## src/rtl/fast_sampler_packer.sv

```systemverilog
// Acquisition front end: synchronises probes, samples them on a divided tick and packs WORD_W samples per channel word.
// Latency: a tick in cycle T presents the word in cycle T+2; the probe-to-sample path adds 2 synchroniser cycles.
// Backpressure: the word is held stable until out_ready; a word completing over an unsent one is dropped and sets overflow.
module fast_sampler_packer #(
    parameter int NUM_CH = 16,
    parameter int WORD_W = 16,
    parameter int DIV_W  = 8,
    localparam int CH_W  = (NUM_CH > 1) ? $clog2(NUM_CH) : 1
) (
    input  logic              clk,
    input  logic              rst_n,
    input  logic [NUM_CH-1:0] probe,
    input  logic              acq_enable,
    input  logic [DIV_W-1:0]  clock_divisor,
    input  logic [NUM_CH-1:0] channel_enable,
    output logic [WORD_W-1:0] out_data,
    output logic [CH_W-1:0]   out_channel,
    output logic              out_valid,
    input  logic              out_ready,
    output logic              overflow
);

    localparam int CNT_W = $clog2(WORD_W);

    logic [NUM_CH-1:0] sync1_q, sync2_q;
    logic              run_q;
    logic [NUM_CH-1:0] ch_en_q;
    logic [NUM_CH-1:0] en_use;
    logic [DIV_W-1:0]  div_q, div_d;
    logic              tick;

    logic [WORD_W-1:0] shift_q [NUM_CH];
    logic [WORD_W-1:0] shift_d [NUM_CH];
    logic [CNT_W-1:0]  cnt_q   [NUM_CH];
    logic [CNT_W-1:0]  cnt_d   [NUM_CH];
    logic [WORD_W-1:0] hold_q  [NUM_CH];
    logic [WORD_W-1:0] hold_d  [NUM_CH];
    logic [NUM_CH-1:0] pend_q, pend_d, clr;
    logic              ovf_q, ovf_d;

    logic              load;
    logic              pick_vld;
    logic [CH_W-1:0]   pick_idx;
    logic              out_vld_q, out_vld_d;
    logic [WORD_W-1:0] out_dat_q, out_dat_d;
    logic [CH_W-1:0]   out_ch_q, out_ch_d;

    // Enables are taken live on the first run cycle (not yet latched), from the latch afterwards.
    always_comb begin
        en_use = run_q ? ch_en_q : channel_enable;
        tick   = acq_enable && (div_q == '0);
        div_d  = (div_q == '0) ? clock_divisor : div_q - 1'b1;
    end

    // Lowest-index pending channel wins the output register.
    always_comb begin
        pick_vld = 1'b0;
        pick_idx = '0;
        for (int i = NUM_CH - 1; i >= 0; i--) begin
            if (pend_q[i]) begin
                pick_vld = 1'b1;
                pick_idx = CH_W'(i);
            end
        end
    end

    // Output register refills when empty or when its word is being taken this cycle.
    always_comb begin
        load      = !out_vld_q || out_ready;
        clr       = '0;
        out_vld_d = out_vld_q;
        out_dat_d = out_dat_q;
        out_ch_d  = out_ch_q;
        if (load) begin
            out_vld_d = pick_vld;
            if (pick_vld) begin
                clr[pick_idx] = 1'b1;
                out_dat_d     = hold_q[pick_idx];
                out_ch_d      = pick_idx;
            end
        end
    end

    // Per-channel shift/count on a tick; a completed word goes to hold unless hold is still occupied.
    always_comb begin
        shift_d = shift_q;
        cnt_d   = cnt_q;
        hold_d  = hold_q;
        pend_d  = pend_q & ~clr;
        ovf_d   = ovf_q;
        for (int i = 0; i < NUM_CH; i++) begin
            if (tick && en_use[i]) begin
                shift_d[i] = {sync2_q[i], shift_q[i][WORD_W-1:1]};
                if (cnt_q[i] == CNT_W'(WORD_W - 1)) begin
                    cnt_d[i] = '0;
                    if (pend_q[i] && !clr[i]) begin
                        ovf_d = 1'b1;
                    end else begin
                        hold_d[i] = shift_d[i];
                        pend_d[i] = 1'b1;
                    end
                end else begin
                    cnt_d[i] = cnt_q[i] + 1'b1;
                end
            end
        end
    end

    // Probe synchronisers run regardless of acquisition state.
    always_ff @(posedge clk or negedge rst_n) begin
        if (!rst_n) begin
            sync1_q <= '0;
            sync2_q <= '0;
        end else begin
            sync1_q <= probe;
            sync2_q <= sync1_q;
        end
    end

    // Acquisition state: flushed while acq_enable is low, advanced from the next-state terms otherwise.
    always_ff @(posedge clk or negedge rst_n) begin
        if (!rst_n) begin
            run_q     <= 1'b0;
            ch_en_q   <= '0;
            div_q     <= '0;
            shift_q   <= '{default: '0};
            cnt_q     <= '{default: '0};
            hold_q    <= '{default: '0};
            pend_q    <= '0;
            ovf_q     <= 1'b0;
            out_vld_q <= 1'b0;
            out_dat_q <= '0;
            out_ch_q  <= '0;
        end else if (!acq_enable) begin
            run_q     <= 1'b0;
            div_q     <= '0;
            shift_q   <= '{default: '0};
            cnt_q     <= '{default: '0};
            pend_q    <= '0;
            ovf_q     <= 1'b0;
            out_vld_q <= 1'b0;
            out_dat_q <= '0;
            out_ch_q  <= '0;
        end else begin
            run_q <= 1'b1;
            if (!run_q) begin
                ch_en_q <= channel_enable;
            end
            div_q     <= div_d;
            shift_q   <= shift_d;
            cnt_q     <= cnt_d;
            hold_q    <= hold_d;
            pend_q    <= pend_d;
            ovf_q     <= ovf_d;
            out_vld_q <= out_vld_d;
            out_dat_q <= out_dat_d;
            out_ch_q  <= out_ch_d;
        end
    end

    assign out_valid   = out_vld_q;
    assign out_data    = out_dat_q;
    assign out_channel = out_ch_q;
    assign overflow    = ovf_q;

endmodule

```

## config.mk

```make
export PLATFORM = sky130hd
export DESIGN_NAME = fast_sampler_packer
export DESIGN_NICKNAME = d
export VERILOG_FILES = /design/src/rtl/fast_sampler_packer.sv
export SDC_FILE = /design/constraint.sdc
export NUM_CORES = 1
export LEC_CHECK = 0
export ABC_AREA = 1
export ABC_CLOCK_PERIOD_IN_PS = 2540
export BUFFER_PORTS_ARGS = -buffer_cell sky130_fd_sc_hd__buf_2
export CAP_MARGIN = 30
export CELL_PAD_IN_SITES_DETAIL_PLACEMENT = 0
export CELL_PAD_IN_SITES_GLOBAL_PLACEMENT = 1
export CORE_ASPECT_RATIO = 1.25
export CORE_MARGIN = 2
export CORE_UTILIZATION = 45
export DETAILED_ROUTE_END_ITERATION = 10
export PLACE_DENSITY = 0.85
export SLEW_MARGIN = 20
export SYNTH_ARGS = -nofsm -noshare
export SYNTH_HDL_FRONTEND = slang
export SYNTH_SLANG_ARGS = --single-unit
export TNS_END_PERCENT = 50
```

## constraint.sdc

```tcl
create_clock -name clk -period 2.54 [get_ports clk]
set_input_delay 0.127 -clock clk [delete_from_list [all_inputs] [get_ports clk]]
set_output_delay 0.127 -clock clk [all_outputs]
set_load 0.005 [all_outputs]
```

# After elaboration in Yosys (flattened, before gate mapping)

Cells that the tools add are included.

Bitwise logic cells: 19
Eq/ne operators: 34
Multiplexer cells: 199
$lt $le $gt $ge: 3
Add/sub/neg operators: 17
Reduce and logical (&&, ||, !) cells: 70

Operators by type and width:

| kind                | number |
|---|---|
| $mux 16             | 25 |
| $mux 256            | 1 |
| $mux 4              | 51 |
| $mux 1              | 117 |
| $add 4x1->4 const B | 16 |
| $bmux 16 s4         | 1 |
| $eq 4x4->1 const B  | 16 |
| $mux 64             | 1 |
| $reduce_and 4->1    | 16 |
| $ne 2x1->1 const B  | 18 |
| $logic_and 1x1->1   | 34 |
| $logic_not 1->1     | 17 |
| $and 16x16->16      | 1 |
| $mux 8              | 2 |
| $not 1->1           | 16 |
| $not 16->16         | 1 |
| $logic_not 8->1     | 1 |
| $sub 8x1->8 const B | 1 |
| $ge 5x5->1 const B  | 1 |
| $lt 4x5->1 const B  | 1 |
| $not 4->5           | 1 |
| $demux 1 s4         | 1 |
| $ge 4x1->1 const B  | 1 |
| $reduce_and 2->1    | 1 |
| $logic_or 1x1->1    | 1 |

Bits in registers: 671
Logic and storage cells: 400

# Logic depth before layout (Yosys ltp)

Depth after elaboration: 73
Gate-level depth with buffers: 23
Depth with buffers taken out: 21

# Least setup slack after synthesis

Ideal clock, no wire load.

Path kind: register to register
Start: reg div_q[0]
End: reg hold_q[245] in the netlist's numbering
Buffers on the path: 2
Cell stages (with the launch flop): 12
Path slack: 344 ps
Data arrival time: 2075 ps
Cells stage by stage: dfrtp_1 -> inv_1 -> ha_1 -> nor3b_4 -> nand4_2 -> nor2_4 -> nand3_1 -> or4_1 -> buf_2 -> buf_2 -> nand2_1 -> o21ai_1

Word-level cells in the longest chain between the ends: 4

Ends and longest elaborated chain:

| what                              | RTL line | source |
|---|---|---|
| start: declaration                | 29       | `logic [DIV_W-1:0] div_q, div_d;` |
| start signal: assignment          | 149      | `div_q <= div_d;` |
| $logic_not 8->1                   | 51       | `tick = acq_enable && (div_q == '0);` |
| $logic_and 1x1->1                 | 51       |  |
| $logic_and 1x1->1                 | 92       | `if (tick && en_use[i]) begin` |
| $reduce_and 4->1 (no source line) | -        |  |
| end signal: assignment            | 152      | `hold_q <= hold_d;` |
| end: declaration                  | 36       | `logic [WORD_W-1:0] hold_q [NUM_CH];` |

Every way passes these cells.
A chain may end at the register's enable or synchronous reset.

# Worst setup path in the final report

Start: reg div_q[0]
End: reg shift_q[174] in the netlist's numbering

Word-level cells in the longest chain between the ends: 4

Ends and longest elaborated chain:

| what                        | RTL line | source |
|---|---|---|
| $logic_not 8->1             | 51       |  |
| $logic_and 1x1->1           | 51       |  |
| $logic_and 1x1->1           | 92       |  |
| $ne 2x1->1 (no source line) | -        |  |
| end signal: assignment      | 150      | `shift_q <= shift_d;` |
| end: declaration            | 32       | `logic [WORD_W-1:0] shift_q [NUM_CH];` |

Every way passes these cells.

==> results by group <==
Run status
  – Outcome: completed

Setup path
  – Worst setup path start: div_q[0]
  – Cell count of the worst reg-to-reg path: 14
  – Worst EP required: 3.01 ns
  – Setup crit end kind: flip-flop
  – Type of the worst setup path: flip-flop to flip-flop
  – Crit-path max FO: 17
  – FF-to-FF Start: div_q[0]
  – CP Launch Type: flip-flop
  – FF-to-FF setup slack: 0.03 ns
  – Worst endpoint data arrival time: approximately 3 ns
  – R2r endpoint: shift_q[174]

Timing
  – Setup violations, final: 0
  – Post-route minimum period: 2.515 ns
  – Fin crit share: 99.00%
  – Fmax: 0.3977 GHz
  – RSZ-0062 raised after global routing: true
  – Final WS setup: between 0.02 and 0.03 ns
  – Tightest Pin Transition: 0.6314 ns
  – Final number of hold-violating endpoints: 0
  – Setup Skew: 0.02532 ns
  – Max transition margin: 57.84%
  – Final max-slew violation count: 0

Placement
  – Post-Place Worst Slack: 0.03918 ns
  – I/O Buffers: 65
  – Gpl congestion: 0.8835
  – DP HPWL: 53660 um

Cells and area
  – ANT cells: 0
  – Nets@finish: 3435
  – FF+latch area: 16390 um2
  – FILL cells: 5761
  – Commonest non-fill, non-tap cell in the layout: dfrtp_1
  – Syn-to-layout area delta: 18.41%
  – Multi-input gate area: around 9600 um2
  – Highest-count cells in the layout ignoring fill and taps: dfrtp_1 (655), inv_1 (597), nand2_1 (547)
  – Layout cell share with drive strength beyond 1: 11.95%

Routing
  – Drt first pass iters: 7
  – Vias: 22760
  – Final ANT Viol Nets: 0
  – Iter 0 DRT Violations: approximately 2200
  – Final WL: 78320 um
  – DRC viols: 0
  – DR vias/cell: ~5.3
  – WL/cell: 18.33 um

Clock network
  – Total CTS buffers: 67
  – CTS tree: yes
  – Clock sink count: 655
  – Bufs on Longest Clock Path: 3
  – Clock H-tree levels: 3
  – Clock transition at path regs: 0.06 ns
  – Clock root buffer: clkbuf_16
  – Clk Latency, worst-skew pair: 0.60 ns

Min path
  – Hold/Removal Path Class: input port to async pin

Floorplanning
  – DIE WIDTH: 231.0 um
  – Full die area: 66450 um2
  – Initial Util: between 40% and 50%
  – Die height: 287.7 um
  – Row count: 104
  – Core Region: 64020 um2
  – I/O pins: 66

Synth
  – Simple-gate share of the synthesized area: 18.06%
  – Synth warn: 0
  – Gate Count Post-Synth: 3218
  – Net count after synthesis: between 3000 and 4000
  – Post-synth EDFFs: 0
  – Post-synthesis compound-gate area fraction: 13.07%
  – Main combinational cell family by area after synthesis: simple AND/OR/NAND/NOR gates
  – Ys async rst share: 100.0%
  – Flops & latches, synth: 655
  – Mapped cell area: 28980 um2
  – Register area share after synthesis: 56.57%
  – Main synth FF type: dfrtp_1
  – Synth Area in Adders: 0.7341%
  – Netlist cell types: 46
  – Syn_area_per_cell: 9.004 um2
  – Mux share of post-synthesis cell area: 0.1727%
  – Xor/xnor cell area share of the yosys netlist: less than 1%

GRT
  – First-pass GRT wire length: 121100 um
  – Initial antenna violation count: 3
  – Total grt overflow: 0
  – Total GRT Usage: 23.20%
  – Largest net degree at the start of global routing: 79
  – Vias in the first global route: 21630

Flow run
  – MaxCap Viol Count: 0

Pwr
  – Static Leak: ~15 nW
  – Max VDD drop: 0.3971 mV
  – P per Cell Area: 682.9 nW/um2
  – Total power: 23.43 mW
[area by class of cell]
cell class                      count  share of cell area, %
Tap cell                          848                  3.093
Inverter                          614                  6.732
Sequential cell                   655                  47.77
Timing Repair Buffer              260                  7.476
Clock inverter                     19                 0.9737
Multi-Input combinational cell   1776                  27.99
Clock buffer                      100                  5.963
[sequential cells by signal, summed over array words and instances (netlist names)]
| register | flops |
|---|---|
| hold_q | 256 |
| shift_q | 240 |
| cnt_q | 64 |
| ch_en_q | 16 |
| out_data | 16 |
| pend_q | 16 |
| sync1_q | 16 |
| sync2_q | 16 |
| div_q | 8 |
| out_channel | 4 |
| out_valid | 1 |
| overflow | 1 |
| run_q | 1 |
[per-layer routing]
metal  vias up  track usage [%]  share of wire (%)
met1     11060            32.26                 43
met5         -                0              0.017
met3       134            2.962                5.4
met2       655            37.57                 48
met4         2            8.097                3.3
li1      10910                -                  -
[Yosys cell counts (2+ instances only)]
master / n / area, um2
nand3b_1: 88 / 660.6
o21bai_1: 16 / 120.1
nand2_1: 552 / 2072
a211oi_1: 5 / 37.54
nand4_1: 136 / 850.8
a31oi_1: 6 / 37.54
nor2_2: 8 / 50.05
o21ai_0: 147 / 735.7
o22ai_1: 253 / 1583
inv_2: 12 / 45.04
nor4_2: 6 / 75.07
a21oi_1: 13 / 65.06
xor2_1: 15 / 131.4
nor4_4: 4 / 85.08
nor2_1: 88 / 330.3
buf_1: 9 / 33.78
o21ai_1: 166 / 830.8
mux2i_1: 5 / 50.05
nor3_1: 7 / 35.03
dfrtp_1: 655 / 16390
a22o_1: 12 / 105.1
buf_4: 3 / 22.52
nand3_1: 177 / 885.9
nand2_4: 4 / 45.04
nor2_4: 4 / 45.04
xnor2_1: 2 / 17.52
o31ai_1: 8 / 60.06
inv_1: 602 / 2260
nand2_2: 8 / 50.05
o21ai_2: 13 / 113.9
buf_6: 11 / 123.9
a32o_1: 3 / 30.03
buf_2: 78 / 390.4
clkbuf_1: 74 / 277.8
ha_1: 17 / 212.7
[stage by stage]
stage	util (%)	std cells	setup TNS, ns	hold slack, ns	cell area [um2]
after floorplan	-	3218	0	-0.1686	28980
after global placement	48.46	4092	0	0.1341	31020
after detailed placement	48.46	4092	0	0.1336	31020
after CTS	52.86	4254	0	0.03868	33840
after global routing	53.59	4272	-4.738	0.08316	34310
final	53.59	4272	0	0.06798	34310
[cell families (layout without fill, tap and decap cells)]
| logic type | after synthesis | in the layout |
|---|---|---|
| and+or+nand+nor | 1086 | 1088 |
| buffers and inverters | 789 | 993 |
| DFF | 655 | 655 |
| AOI/OAI and AO/OA | 649 | 649 |
| adders and majority gates | 17 | 17 |
| xor gates and xnor gates | 17 | 17 |
| muxes | 5 | 5 |
[power by group]
group | internal (mW) | total [mW] | switching [mW]
Sequential | 10.6 | 10.8 | 0.153
Clock | 6.49 | 10.7 | 4.17
Combinational | 0.712 | 1.96 | 1.25
[worst max-delay path: stages (launching register included)]
cell and delay (ns):
dfrtp_1 0.39, inv_2 0.08, ha_4 0.12, nor3b_4 0.20, nand4_2 0.17, buf_6 0.15
nor2_4 0.21, buf_4 0.19, nand2_2 0.13, buf_4 0.25, inv_1 0.09, nor2_1 0.07
inv_1 0.10, buf_12 0.15, o22ai_1 0.08
[worst max path at each step]
stage | endpoint | cells past startpoint
CTS | hold_q[170] | 14
global route | hold_q[175] | 15
global placement | overflow | 14
finish | shift_q[174] | 14
floorplan | hold_q[245] | 11
detailed placement | hold_q[171] | 14
[repair_timing]
item,in CTS,in global routing
hold buffers,43,0
cloned,0,8
setup buffers,0,10
gates resized for setup,2,60
setup endpoints to repair,1,275
pin swaps,0,11
hold endpoints to repair,276,0
No activity file was read; power rests on OpenSTA's default activity.
